===== config.mk =====
export PLATFORM = sky130hd
export DESIGN_NAME = bus_fifo_target
export DESIGN_NICKNAME = d
export VERILOG_FILES = /design/src/rtl/bus_fifo_pkg.sv /design/src/rtl/bus_fifo_channel.sv /design/src/rtl/bus_fifo_target.sv
export SDC_FILE = /design/constraint.sdc
export NUM_CORES = 1
export LEC_CHECK = 0
export CAP_MARGIN = 20
export CELL_PAD_IN_SITES_DETAIL_PLACEMENT = 1
export CELL_PAD_IN_SITES_GLOBAL_PLACEMENT = 1
export CORE_UTILIZATION = 50
export DETAILED_ROUTE_END_ITERATION = 8
export GPL_TIMING_DRIVEN = 0
export PLACE_DENSITY_LB_ADDON = 0.12
export SYNTH_ARGS = -nofsm -noshare
export SYNTH_HDL_FRONTEND = slang
export SYNTH_HIERARCHICAL = 1
export SYNTH_SLANG_ARGS = --single-unit
export TNS_END_PERCENT = 10

===== constraint.sdc =====
create_clock -name clk -period 9.3 [get_ports clk]
set_input_delay 0.93 -clock clk [delete_from_list [all_inputs] [get_ports clk]]
set_output_delay 0.93 -clock clk [all_outputs]
set_load 0.01 [all_outputs]

===== src/rtl/bus_fifo_pkg.sv =====
// Shared width helpers for the multi-channel bus FIFO target.
package bus_fifo_pkg;

    function automatic int ch_width(input int num_channels);
        return (num_channels > 1) ? $clog2(num_channels) : 1;
    endfunction

    function automatic int ptr_width(input int depth);
        return (depth > 1) ? $clog2(depth) : 1;
    endfunction

    function automatic int cnt_width(input int depth);
        return $clog2(depth + 1);
    endfunction

endpackage


===== src/rtl/bus_fifo_channel.sv =====
// Single-channel FIFO: storage, wrapping pointers and occupancy count.
// The parent decides push/pop acceptance; this block just obeys the enables.
module bus_fifo_channel
    import bus_fifo_pkg::*;
#(
    parameter int DATA_WIDTH = 32,
    parameter int DEPTH      = 8
) (
    input  logic                  clk,
    input  logic                  rst,
    input  logic                  push,
    input  logic                  pop,
    input  logic [DATA_WIDTH-1:0] push_data,
    output logic [DATA_WIDTH-1:0] pop_data,
    output logic                  full,
    output logic                  empty
);

    localparam int PW = ptr_width(DEPTH);
    localparam int CW = cnt_width(DEPTH);

    logic [DATA_WIDTH-1:0] mem [DEPTH];
    logic [PW-1:0]         wr_ptr;
    logic [PW-1:0]         rd_ptr;
    logic [CW-1:0]         count;

    always_ff @(posedge clk) begin
        if (rst) begin
            wr_ptr <= '0;
            rd_ptr <= '0;
            count  <= '0;
        end else begin
            if (push) wr_ptr <= wr_ptr + 1'b1;
            if (pop)  rd_ptr <= rd_ptr + 1'b1;
            case ({push, pop})
                2'b10:   count <= count + 1'b1;
                2'b01:   count <= count - 1'b1;
                default: count <= count;
            endcase
        end
    end

    always_ff @(posedge clk) begin
        if (push) mem[wr_ptr] <= push_data;
    end

    assign pop_data = mem[rd_ptr];
    assign full     = (count == CW'(DEPTH));
    assign empty    = (count == '0);

endmodule


===== src/rtl/bus_fifo_target.sv =====
// Multi-channel bus FIFO target: request decode, registered read port and
// sticky overflow/underflow flags around NUM_CHANNELS independent FIFOs.
module bus_fifo_target
    import bus_fifo_pkg::*;
#(
    parameter int DATA_WIDTH   = 32,
    parameter int DEPTH        = 8,
    parameter int NUM_CHANNELS = 2,
    localparam int CH_W        = ch_width(NUM_CHANNELS)
) (
    input  logic                    clk,
    input  logic                    rst,
    input  logic                    write,
    input  logic [CH_W-1:0]         write_channel,
    input  logic [DATA_WIDTH-1:0]   write_data,
    input  logic                    read,
    input  logic [CH_W-1:0]         read_channel,
    output logic [DATA_WIDTH-1:0]   read_data,
    output logic                    read_valid,
    output logic [NUM_CHANNELS-1:0] full,
    output logic [NUM_CHANNELS-1:0] empty,
    output logic [NUM_CHANNELS-1:0] overflow,
    output logic [NUM_CHANNELS-1:0] underflow,
    input  logic                    error_clear
);

    logic [NUM_CHANNELS-1:0] wr_req;
    logic [NUM_CHANNELS-1:0] rd_req;
    logic [NUM_CHANNELS-1:0] push_en;
    logic [NUM_CHANNELS-1:0] pop_en;
    logic [NUM_CHANNELS-1:0] ovf_ev;
    logic [NUM_CHANNELS-1:0] unf_ev;
    logic [DATA_WIDTH-1:0]   ch_data [NUM_CHANNELS];
    logic [DATA_WIDTH-1:0]   sel_data;

    // Out-of-range channel indices match no channel, so they are silently ignored.
    // A push to a full channel is accepted when the same channel pops this cycle.
    always_comb begin
        wr_req   = '0;
        rd_req   = '0;
        push_en  = '0;
        pop_en   = '0;
        ovf_ev   = '0;
        unf_ev   = '0;
        sel_data = '0;
        for (int unsigned i = 0; i < NUM_CHANNELS; i++) begin
            wr_req[i]  = write && (write_channel == CH_W'(i));
            rd_req[i]  = read && (read_channel == CH_W'(i));
            pop_en[i]  = rd_req[i] && !empty[i];
            unf_ev[i]  = rd_req[i] && empty[i];
            push_en[i] = wr_req[i] && (!full[i] || pop_en[i]);
            ovf_ev[i]  = wr_req[i] && !push_en[i];
            if (pop_en[i]) sel_data = ch_data[i];
        end
    end

    for (genvar g = 0; g < NUM_CHANNELS; g++) begin : g_ch
        bus_fifo_channel #(
            .DATA_WIDTH(DATA_WIDTH),
            .DEPTH     (DEPTH)
        ) u_ch (
            .clk      (clk),
            .rst      (rst),
            .push     (push_en[g]),
            .pop      (pop_en[g]),
            .push_data(write_data),
            .pop_data (ch_data[g]),
            .full     (full[g]),
            .empty    (empty[g])
        );
    end

    // A new error event in the same cycle as error_clear leaves its flag set.
    always_ff @(posedge clk) begin
        if (rst) begin
            read_data  <= '0;
            read_valid <= 1'b0;
            overflow   <= '0;
            underflow  <= '0;
        end else begin
            read_valid <= |pop_en;
            if (|pop_en) read_data <= sel_data;
            overflow  <= (error_clear ? '0 : overflow) | ovf_ev;
            underflow <= (error_clear ? '0 : underflow) | unf_ev;
        end
    end

endmodule


## Word-level counts from Yosys, hierarchy flattened

Memories as Yosys holds them, arrays and structs flattened. A register that Yosys moved wholly into a read port is not among the register bits.
Cells that the tools add are included.

- Flip-flop bits (word level): 57
- Memory bits (writable): 512
- Output and inout bits: 41
- Word-level logic and storage cells: 69
- Memories: 2

Memories:

| memory | words | bits a word | rd ports | clocked after Yosys merged registers in | write ports | RTL line | RTL |
|---|---|---|---|---|---|---|---|
| g_ch[0].u_ch.mem | 8 | 32 | 1 | 1 | 1 | bus_fifo_channel.sv:22 | `logic [DATA_WIDTH-1:0] mem [DEPTH];` |
| g_ch[1].u_ch.mem | 8 | 32 | 1 | 1 | 1 | bus_fifo_channel.sv:22 |  |

- $add $sub $neg: 8
- Equality and inequality tests: 6
- Multiplexer cells: 14
- Bitwise logic cells: 4
- Reduce and logical (&&, ||, !) cells: 25

Operators by type and width:

| operator | number |
|---|---|
| 32-bit 2-to-1 mux | 2 |
| 4-bit case mux with 2 select lines | 2 |
| 3-bit by 1-bit adder with 3-bit output (second input constant) | 4 |
| 1-bit logical AND | 12 |
| 3-bit 2-to-1 mux | 4 |
| 4-bit by 1-bit adder with 4-bit output (second input constant) | 2 |
| 4-bit == test (second input constant) | 2 |
| 4-bit zero test | 2 |
| 4-bit by 1-bit subtractor with 4-bit output (second input constant) | 2 |
| 1-bit zero test | 6 |
| 2-bit by 1-bit == test with 1-bit output (second input constant) | 2 |
| 2-bit == test (second input constant) | 2 |
| 1-bit 2-to-1 mux | 4 |
| 2-bit 2-to-1 mux | 2 |
| 2-bit OR | 2 |
| 2-bit nonzero test | 2 |
| 1-bit logical OR | 2 |
| 1-bit NOT | 2 |
| 2-bit OR reduction | 1 |

## Longest topological paths before layout

- Depth after elaboration: 8
- Gate-level depth with buffers: 14

## By module

Netlist, hierarchy kept.

Modules (own cells, without submodules):

| module | instances | cells an instance | area each (um^2) | seq. area each (um^2) |
|---|---|---|---|---|
| bus_fifo_channel | 2 | 441 | 10,400.0 | 7,947.6 |
| bus_fifo_target | 1 | 178 | 1,570.3 | 740.7 |

## Worst setup path after synthesis

Ideal clock, no wire load.

- Path type: input to register
- From: input read_channel
- To: memory g_ch[0].u_ch.mem[4][0] (enable)
- Data arrival time: 4.401 ns
- Required time: 8.839 ns
- Setup slack: 4.438 ns
- Cell stages on the path: 6
- Buffers on the path: 2
- Path through: or3b_1 > buf_6 > clkbuf_1 > a21oi_1 > nand2_1 > nor3_1

- Word-level cells in the longest chain between the ends: 7

Ends and longest elaborated chain:

| item | RTL line | RTL |
|---|---|---|
| from (decl) | bus_fifo_target.sv:17 | `input logic [CH_W-1:0] read_channel,` |
| 1-bit NOT | bus_fifo_target.sv:48 | `rd_req[i] = read && (read_channel == CH_W'(i));` |
| 1-bit logical AND | bus_fifo_target.sv:48 |  |
| 1-bit logical AND | bus_fifo_target.sv:49 | `pop_en[i] = rd_req[i] && !empty[i];` |
| 1-bit logical OR | bus_fifo_target.sv:51 | `push_en[i] = wr_req[i] && (!full[i] \|\| pop_en[i]);` |
| 1-bit logical AND | bus_fifo_target.sv:51 |  |
| net push_en[0] | bus_fifo_target.sv:29 | `logic [NUM_CHANNELS-1:0] push_en;` |
| 1-bit 2-to-1 mux | bus_fifo_channel.sv:44 | `if (push) mem[wr_ptr] <= push_data;` |
| 1-bit 2-to-1 mux (implied by the code) | bus_fifo_channel.sv:44 |  |
| to (decl) | bus_fifo_channel.sv:22 |  |

The timed path passes the listed nets, and every way through them passes these cells.

## Worst setup path after layout

- From: input read
- To: memory g_ch[0].u_ch.mem[4][20] (enable)

- Word-level cells in the longest chain between the ends: 6

Ends and longest elaborated chain:

| item | RTL line | RTL |
|---|---|---|
| from (decl) | bus_fifo_target.sv:16 | `input logic read,` |
| 1-bit logical AND | bus_fifo_target.sv:48 |  |
| 1-bit logical AND | bus_fifo_target.sv:49 |  |
| 1-bit logical OR | bus_fifo_target.sv:51 |  |
| 1-bit logical AND | bus_fifo_target.sv:51 |  |
| net push_en[0] | bus_fifo_target.sv:29 |  |
| 1-bit 2-to-1 mux | bus_fifo_channel.sv:44 |  |
| 1-bit 2-to-1 mux (implied by the code) | bus_fifo_channel.sv:44 |  |

The timed path passes the listed nets, and every way through them passes these cells.

==> metrics.csv <==
stage;metric;value;unit
outcome;status;completed;
timing;skew;34.7;ps
detailed_routing;ant_nets;0;
worst_setup_path;slowest_delay;600;ps
cells_and_area;final_layout_size_suffix_gt1_frac;0.216;
synth;synth_nets;1109;
timing;relSlewSlack;0.234;
placement;hpwlAfterDp;33700;um
clocking;htree_levels;2;
detailed_routing;drt_iter0_markers;989;
clocking;cts_buffer_depth;3;
cells_and_area;multiInputGateArea;5460;um2
worst_setup_path;path_buf_inv;6;
worst_setup_path;required;9600;ps
cells_and_area;fillers;3725;
timing;drv_slew;0;
cells_and_area;mostFrequentLayoutCells;edfxtp_1 (512), mux4_1 (80), clkdlybuf4s50_1 (79);
power_and_ir_drop;p_per_area;212;nW/um2
global_routing;grt_max_degree;22;
die;fp.dieW;214;um
worst_setup_path;cp-end-kind;flop;
global_routing;grt_overflow;0;
timing;fin_crit_sh;0.467;
worst_setup_path;crit_cells;10;
clocking;cts_resized;0;
clocking;cts_post_setup_buffers_inserted;0;
timing;rsz0062_at_grt;false;
synth;synthCells;1060;
power_and_ir_drop;p_leak;8.31;nW
worst_setup_path;crit_type;in2reg;
min_path;min_path_cells;2;
timing;hold_ws;472;ps
die;dieArea;45600;um2
cells_and_area;area_delta_synth_final;17.3;%
timing;fmax;230;MHz
synth;ys_types;37;
timing;worst_pin_slew;1150;ps
placement;place_congestion;0.727;
die;die_y;214;um
cells_and_area;seqCellArea;16600;um2
clocking;cts_hold_buf;0;
detailed_routing;drcViolationCount;0;
timing;hold_viol;0;
power_and_ir_drop;max-vdd-ir-drop;0.000143;V
synth;ys_ff_latch;575;
detailed_routing;avgRoutedWirePerCell;28.5;um
worst_setup_path;path_cells;clkdlybuf4s50_1, or3b_1, buf_6, clkbuf_1, a21oi_1, nand2_1, nor3_2, buf_4, buf_6, buf_4;
global_routing;antenna_found_initial;1;
detailed_routing;first_pass_iters;5;
worst_setup_path;cp_slowest_cell;nor3_2;
global_routing;grt_use_total;0.240;
synth;yosys_warnings;6;
die;fp.coreArea;44200;um2
timing;setup_viol;0;
clocking;ctsRootBufferMaster;clkbuf_16;
worst_setup_path;worstRegToRegCells;11;
die;rows;77;
global_routing;grt_pass1_wl;76300;um
cells_and_area;fin_nets;1278;
synth;synthesis.area;22400;um2
die;start_util;0.506;
worst_setup_path;start_kind;input pin;
worst_setup_path;arrival;4650;ps
placement;io_buffers;79;
timing;setup_tns;0;ps
timing;fin_crit;4340;ps
clocking;cts_tree;yes;
detailed_routing;viasPerCell;5.93;
synth;yosysSeqAreaShare;0.744;
clocking;worstSkewPairLatency;630;ps
global_routing;grt_pass1_vias;11400;
clocking;clkSlewWorstSetupHoldPaths;60;ps
worst_setup_path;cp_max_fo;10;
detailed_routing;drt-total-wl;53400;um
worst_setup_path;critical-path-top-delay-family;buffers and inverters;
job;cap_violations;0;
die;io_pins;80;
detailed_routing;vias;11100;
min_path;min_path_type;reg2reg;
cells_and_area;final_common_cell;edfxtp_1;
clocking;cts_buffers;59;
synth;synth.avg_cell_area;21.1;um2
clocking;cts.sinks;575;
-- cell usage after synthesis --
library cell / instances / area [um2]
o21ai_0: 2 / 10.0
ha_1: 10 / 125
nand3_1: 26 / 130
a211oi_2: 4 / 50.1
clkinv_4: 1 / 8.76
or3b_2: 1 / 8.76
o41ai_1: 2 / 17.5
xnor2_1: 4 / 35.0
clkbuf_1: 19 / 71.3
buf_2: 15 / 75.1
nor4b_1: 4 / 35.0
nor2b_1: 2 / 12.5
dfxtp_1: 63 / 1260
edfxtp_1: 512 / 15400
mux4_1: 80 / 2100
buf_6: 16 / 180
a21oi_2: 4 / 35.0
nor3_1: 6 / 30.0
buf_1: 7 / 26.3
nor4_1: 2 / 12.5
or3_1: 2 / 12.5
a41oi_1: 2 / 17.5
nor2_1: 39 / 146
nand4_1: 1 / 6.26
nand3b_1: 2 / 15.0
mux2i_1: 6 / 60.1
mux2_2: 68 / 766
inv_1: 3 / 11.3
buf_4: 2 / 15.0
or3b_1: 1 / 8.76
nand2b_1: 11 / 68.8
a22oi_1: 25 / 188
a21oi_1: 39 / 195
xor2_1: 10 / 87.6
a211oi_1: 3 / 22.5
mux4_2: 48 / 1080
nand2_1: 18 / 67.6
-- worst reg2reg max path, cell delays in order, from the launching register on --
cell,delay [ps]
dfxtp_1,300
clkbuf_1,270
nor4_1,190
or3b_1,410
buf_6,180
clkbuf_1,330
a21oi_1,590
nand2_1,370
nor3_2,600
buf_4,320
buf_6,190
buf_4,240
-- power breakdown --
group	internal [W]	switching (W)	leakage, nW
logic	0.000228	0.000253	2.31
clock network	0.00124	0.000944	0.862
registers	0.00287	0.0000285	5.14
total	0.00434	0.00123	8.31
-- metrics by stage --
stage	setup WS, ps	power (W)	instance area, um2	util	cells
2_1_floorplan	4440	0.00322	22400	-	1060
3_3_place_gp	353	0.00341	23900	0.541	1731
3_5_place_dp	4330	0.00344	24500	0.553	1760
4_1_cts	4900	0.00562	26200	0.593	1869
5_1_grt	4720	0.00572	26200	0.593	1869
6_report	4960	0.00557	26200	0.593	1870
-- per-layer routing --
layer / track usage / routed length (um)
met3: 0.0379 / 2470
met2: 0.379 / 25500
met5: 0 / 0
met4: 0.0796 / 1300
met1: 0.346 / 24100
-- cell families (layout without fill, tap and decap cells) --
kind of cell / Yosys count / in the layout / synth area share
DFF: 575 / 575 / 0.744
and+or+nand+nor: 115 / 115 / 0.0248
adders and majority gates: 10 / 10 / 0.00559
muxes: 202 / 202 / 0.179
xor gates and xnor gates: 14 / 14 / 0.00548
buffers and inverters: 63 / 280 / 0.0173
other: 0 / 1 / 0
AOI/OAI and AO/OA: 81 / 81 / 0.0239
-- cell type report --
type / instances / area share
Sequential cell: 575 / 0.634
Multi-Input combinational cell: 422 / 0.208
Clock buffer: 89 / 0.0629
Timing Repair Buffer: 108 / 0.0470
Tap cell: 592 / 0.0282
Buffer: 59 / 0.0140
Clock inverter: 20 / 0.00477
Inverter: 4 / 0.000763
Antenna cell: 1 / 0.0000954
-- registers in the layout (all words and copies together) (netlist names), named ones only --
signal,flops
underflow,2
g_ch.u_ch/wr_ptr,6
read_valid,1
overflow,2
g_ch.u_ch/count,8
read_data,32
g_ch.u_ch/mem,512
g_ch.u_ch/rd_ptr,6
-- final timing paths --
kind / from / endpoint / slack [ps]
worst max-delay path: read / g_ch[0].u_ch/mem[4][20] / 4960
worst min-delay path: read_data[29] / read_data[29] / 470
worst max register to register: g_ch[0].u_ch/count[1] / g_ch[0].u_ch/mem[4][20] / 5000
worst min register to register: read_data[29] / read_data[29] / 470
Power figures use the tool's default switching activity.
==> edit 1 (same flow settings) <==
Set the parameter `NUM_CHANNELS` to 4 (it was 2).
--- a/src/rtl/bus_fifo_target.sv
+++ b/src/rtl/bus_fifo_target.sv
@@ -7,3 +7,3 @@
     parameter int DEPTH        = 8,
-    parameter int NUM_CHANNELS = 2,
+    parameter int NUM_CHANNELS = 4,
     localparam int CH_W        = ch_width(NUM_CHANNELS)
Ports: changed (6 resized); port bits go from 80 to 90. The function was not compared with the original's and may differ.
==> edit 1 against the unedited design <==
- total power grew 90%
- synthesized area grew 100%
- die area grew 99%
- sequential cell count grew 542
- setup slack lost 0.21 ns
- wire length grew 99%
- cell area grew 100%
==> edit 1: results (changes against the unedited design) <==
metric	value	unit	change
CP arrival	4.94	ns	was 4.65 ns
Synth area leaders	edfxtp_1 (69%), mux4_1 (9.4%), mux4_2 (4.8%)		was edfxtp_1 (69%), mux4_1 (9.4%), dfxtp_1 (5.6%)
cts bufs inserted	113		was 59
global-route wire length before repair	156000	um	was 76300 um
number of global-route vias before repair	22971		was 11427
initial antenna violation count	2		was 1
clk_skew	0.0203	ns	was 0.0347 ns
complex-gate fraction of the synthesized area	2.63	%	was 2.39%
initial DRC count	1736		was 989
CP startpoint	read		unchanged
I/O Buffers	88		was 79
GRT Util Overall	23.8	%	was 24.0%
Seq/Total Area, Yosys	73.0	%	was 74.4%
CTS Buffer Depth	3		unchanged
setup bufs post-CTS	0		unchanged
clock-pin slew on the worst setup and hold paths	0.06	ns	about the same
Synth Area in Adders	0.560	%	was 0.559%
number of nets in the layout	2464		was 1278
number of diodes	0		was 1
hold path startpoint	underflow[2]$_SDFF_PP0_		was read_data[29]$_SDFFE_PP0P_
FFs w/ async S/R, synth	0	%	unchanged
placed cell count	3422		was 1760
Rel. slew slack	28.1	%	was 23.4%
Hold Path Class	reg -> reg		unchanged
fin cells	3664		was 1870
Synth warnings	6		unchanged
Post-Syn Area per Cell	21.1	sq um	about the same
pin count of the biggest net entering global routing	33		was 22
placed wire-length estimate	71300	um	was 33700 um
share of cells above drive strength 1	24.2	%	was 21.6%
RePlAce Congestion	0.905		was 0.727
Post-synth EDFFs	1024		was 512
crit path max fanout	10		unchanged
clk_lat worst skew	0.68	ns	was 0.63 ns
Critical R2R Launch	g_ch[1].u_ch/count[1]$_SDFFE_PP0P_		was g_ch[0].u_ch/count[1]$_SDFFE_PP0P_
status	complete, no violations		unchanged
mux share of post-synthesis cell area	18.6	%	was 17.9%
Synth Area in XOR/XNOR	0.549	%	was 0.548%
Post-CTS Resized	0		unchanged
Synthesized Nets	2177		was 1109
vias per cell	5.99		was 5.93
Synth cell types	51		was 37
TritonRoute pass-1 iters	7		was 5
maximum VDD drop	0.198	mV	was 0.143 mV
Root Driver	clkbuf_16		unchanged
H-tree depth	3		was 2
Total Wirelength	106000	um	was 53400 um
top cells by count, synth	edfxtp_1 (1024), mux4_1 (160), mux2_2 (135)		was edfxtp_1 (512), mux4_1 (80), mux2_2 (68)
leak pwr	17.0	nW	was 8.31 nW
largest registers	g_ch.u_ch/mem (1024), read_data (32), g_ch.u_ch/count (16)		was g_ch.u_ch/mem (512), read_data (32), g_ch.u_ch/count (8)
[edit 1: metrics by stage]
stage	worst slack, ns	area, sq um	hold slack [ns]	util [%]	power [mW]
6_report	4.75	52700	0.461	59.6	10.6
3_3_place_gp	0.735	47000	0.439	53.2	5.94
3_5_place_dp	4.05	48100	0.455	54.4	5.97
5_1_grt	4.49	52700	0.490	59.6	10.9
4_1_cts	4.75	51900	0.463	58.8	10.6
2_1_floorplan	4.43	44700	0.476	-	5.79
[edit 1: path summary, 6_finish.rpt]
check	slack, ns	cells past startpoint	endpoint
max	4.75	10	g_ch[1].u_ch/mem[0][24]$_DFFE_PP_
min	0.46	2	underflow[2]$_SDFF_PP0_
max reg2reg	5.12	10	g_ch[1].u_ch/mem[0][24]$_DFFE_PP_
min reg2reg	0.46	2	underflow[2]$_SDFF_PP0_
[edit 1: final cells by class]
cell class | count | area (sq um)
repair buffers | 172 | 2490
multi-input cells | 866 | 11400
inverters | 7 | 26.3
flip-flops and latches | 1117 | 32600
well taps | 1165 | 1460
clock inverters | 62 | 717
fillers | 7374 | 35700
plain buffers | 126 | 832
clock buffers | 149 | 3130
[edit 1: cell families after synthesis]
logic type | after synthesis
buf+inv | 133
compound gates | 160
fa+ha+maj | 20
xor+xnor | 28
simple gates | 224
mux | 434
flops | 1117
[edit 1: worst max-delay path, stage by stage]
cell,delay (ns)
clkdlybuf4s50_1,0.64
buf_2,0.34
and4bb_1,0.47
nor2b_1,0.12
nor3_1,0.66
nand2b_1,0.41
nor3_2,0.65
buf_6,0.26
buf_4,0.23
buf_6,0.18
[edit 1: routing by layer]
layer / share of wire [%] / GRT usage, % / vias up / routed length [um]
met3: 5.3 / 3.53 / 131 / 5580
met5: 0 / 0 / - / 0
met1: 43 / 33.4 / 11704 / 46200
met2: 49 / 39.2 / 609 / 52200
met4: 2.1 / 6.07 / 0 / 2200
li1: - / - / 9509 / -
[edit 1: power by group]
group / leakage, nW / switching (mW) / internal [mW] / total (mW)
Combinational: 5.17 / 0.211 / 0.160 / 0.371
Clock: 1.89 / 1.88 / 2.80 / 4.69
Sequential: 9.98 / 0.0141 / 5.51 / 5.52
==> edit 2 (same settings) <==
Made on the original files. Register the output `overflow` once more, with the module's reset; this adds one clock of latency there. The other outputs are not delayed to match.
--- a/src/rtl/bus_fifo_target.sv
+++ b/src/rtl/bus_fifo_target.sv
@@ -25,2 +25,4 @@
 );
+
+    logic [NUM_CHANNELS-1:0] overflow_s0;
 
@@ -77,3 +79,3 @@
             read_valid <= 1'b0;
-            overflow   <= '0;
+            overflow_s0 <= '0;
             underflow  <= '0;
@@ -82,4 +84,12 @@
             if (|pop_en) read_data <= sel_data;
-            overflow  <= (error_clear ? '0 : overflow) | ovf_ev;
+            overflow_s0 <= (error_clear ? '0 : overflow_s0) | ovf_ev;
             underflow <= (error_clear ? '0 : underflow) | unf_ev;
+        end
+    end
+
+    always_ff @(posedge clk) begin
+        if (rst) begin
+            overflow <= '0;
+        end else begin
+            overflow <= overflow_s0;
         end
Behaviour: no difference found for any inputs over 4 cycles, from zero or initial values and one cycle with rst high; that may be too few to reach the edited logic, so the function may still have changed.
==> edit 2 against the unedited design <==
- setup slack worse by 0.049 ns
- via count is 0.11% lower
- sequential cell count grew 2
- sequential share of layout area is 0.39 points lower
- total power increased by 3.0%
- wire length grew 1.2%
- sequential power about the same
- cell area increased by 0.85%
- clock skew down 0.018 ns
- count of clock-buffer cells in the layout fell by 3
- maximum frequency is 1.1% lower
- synthesized area up 0.30%
==> edit 2: results (changes against the unedited design) <==
metric	value	unit	change
share of cells above drive strength 1	23.1	%	was 21.6%
Synth Area in Adders	0.558	%	was 0.559%
leak pwr	8.43	nW	was 8.31 nW
Rel. slew slack	30.7	%	was 23.4%
maximum VDD drop	0.151	mV	was 0.143 mV
global-route wire length before repair	77700	um	was 76300 um
Worst Hold Endpoint	overflow_s0[1]$_SDFF_PP0_		was read_data[29]$_SDFFE_PP0P_
GRT Util Overall	24.4	%	was 24.0%
vias per cell	5.90		was 5.93
Seq/Total Area, Yosys	74.3	%	was 74.4%
critical path's slowest cell	nor4_1		was nor3_2
routed wire length per instance	28.8	um	was 28.5 um
number of nets in the layout	1284		was 1278
Seq pwr share	50.7	%	was 52.0%
slowest stage delay, CP	0.91	ns	was 0.60 ns
WL met1	23400	um	was 24100 um
Top delay family on crit path	simple AND/OR/NAND/NOR gates		was buffers and inverters
Setup WS pre-CTS	4.35	ns	was 4.33 ns
Critical R2R Launch	g_ch[1].u_ch/count[1]$_SDFFE_PP0P_		was g_ch[0].u_ch/count[1]$_SDFFE_PP0P_
hold_ws	0.464	ns	was 0.472 ns
TritonRoute pass-1 iters	4		was 5
number of diodes	0		was 1
Clock Power Share	40.8	%	was 39.3%
mux share of post-synthesis cell area	17.9	%	about the same
setup ws final	4.91	ns	was 4.96 ns
clk_skew	0.0167	ns	was 0.0347 ns
kind of critical path	reg -> reg		was in -> reg
met2 GRT Util	40.8	%	was 37.9%
status	complete, no violations		unchanged
## edit 2: cell types whose count changed in the layout (fill, tap and decap cells not counted), sizes merged, moves of 3 or more
cell	unedited run	this run
bufinv	1	4
clkbuf	108	104
clkinvlp	0	3
nand2	18	22
nand2b	11	7
nand3	26	23
nor2	39	43
## edit 2: stage by stage
step	total power, mW	area [sq um]
finish	5.74	26500
global route	5.90	26500
CTS	5.78	26500
detailed placement	3.45	24500
global placement	3.43	24000
floorplan	3.23	22400
## edit 2: final cells by class
| class | instances | area (sq um) | share of cell area [%] |
|---|---|---|---|
| sequential | 577 | 16700 | 63.0 |
| clock buffer | 86 | 1690 | 6.38 |
| multi-input combinational | 424 | 5480 | 20.7 |
| timing repair buffer | 108 | 1230 | 4.66 |
| buffer | 59 | 368 | 1.39 |
| tap | 592 | 741 | 2.80 |
| inverter | 6 | 27.5 | 0.104 |
| clock inverter | 26 | 245 | 0.927 |
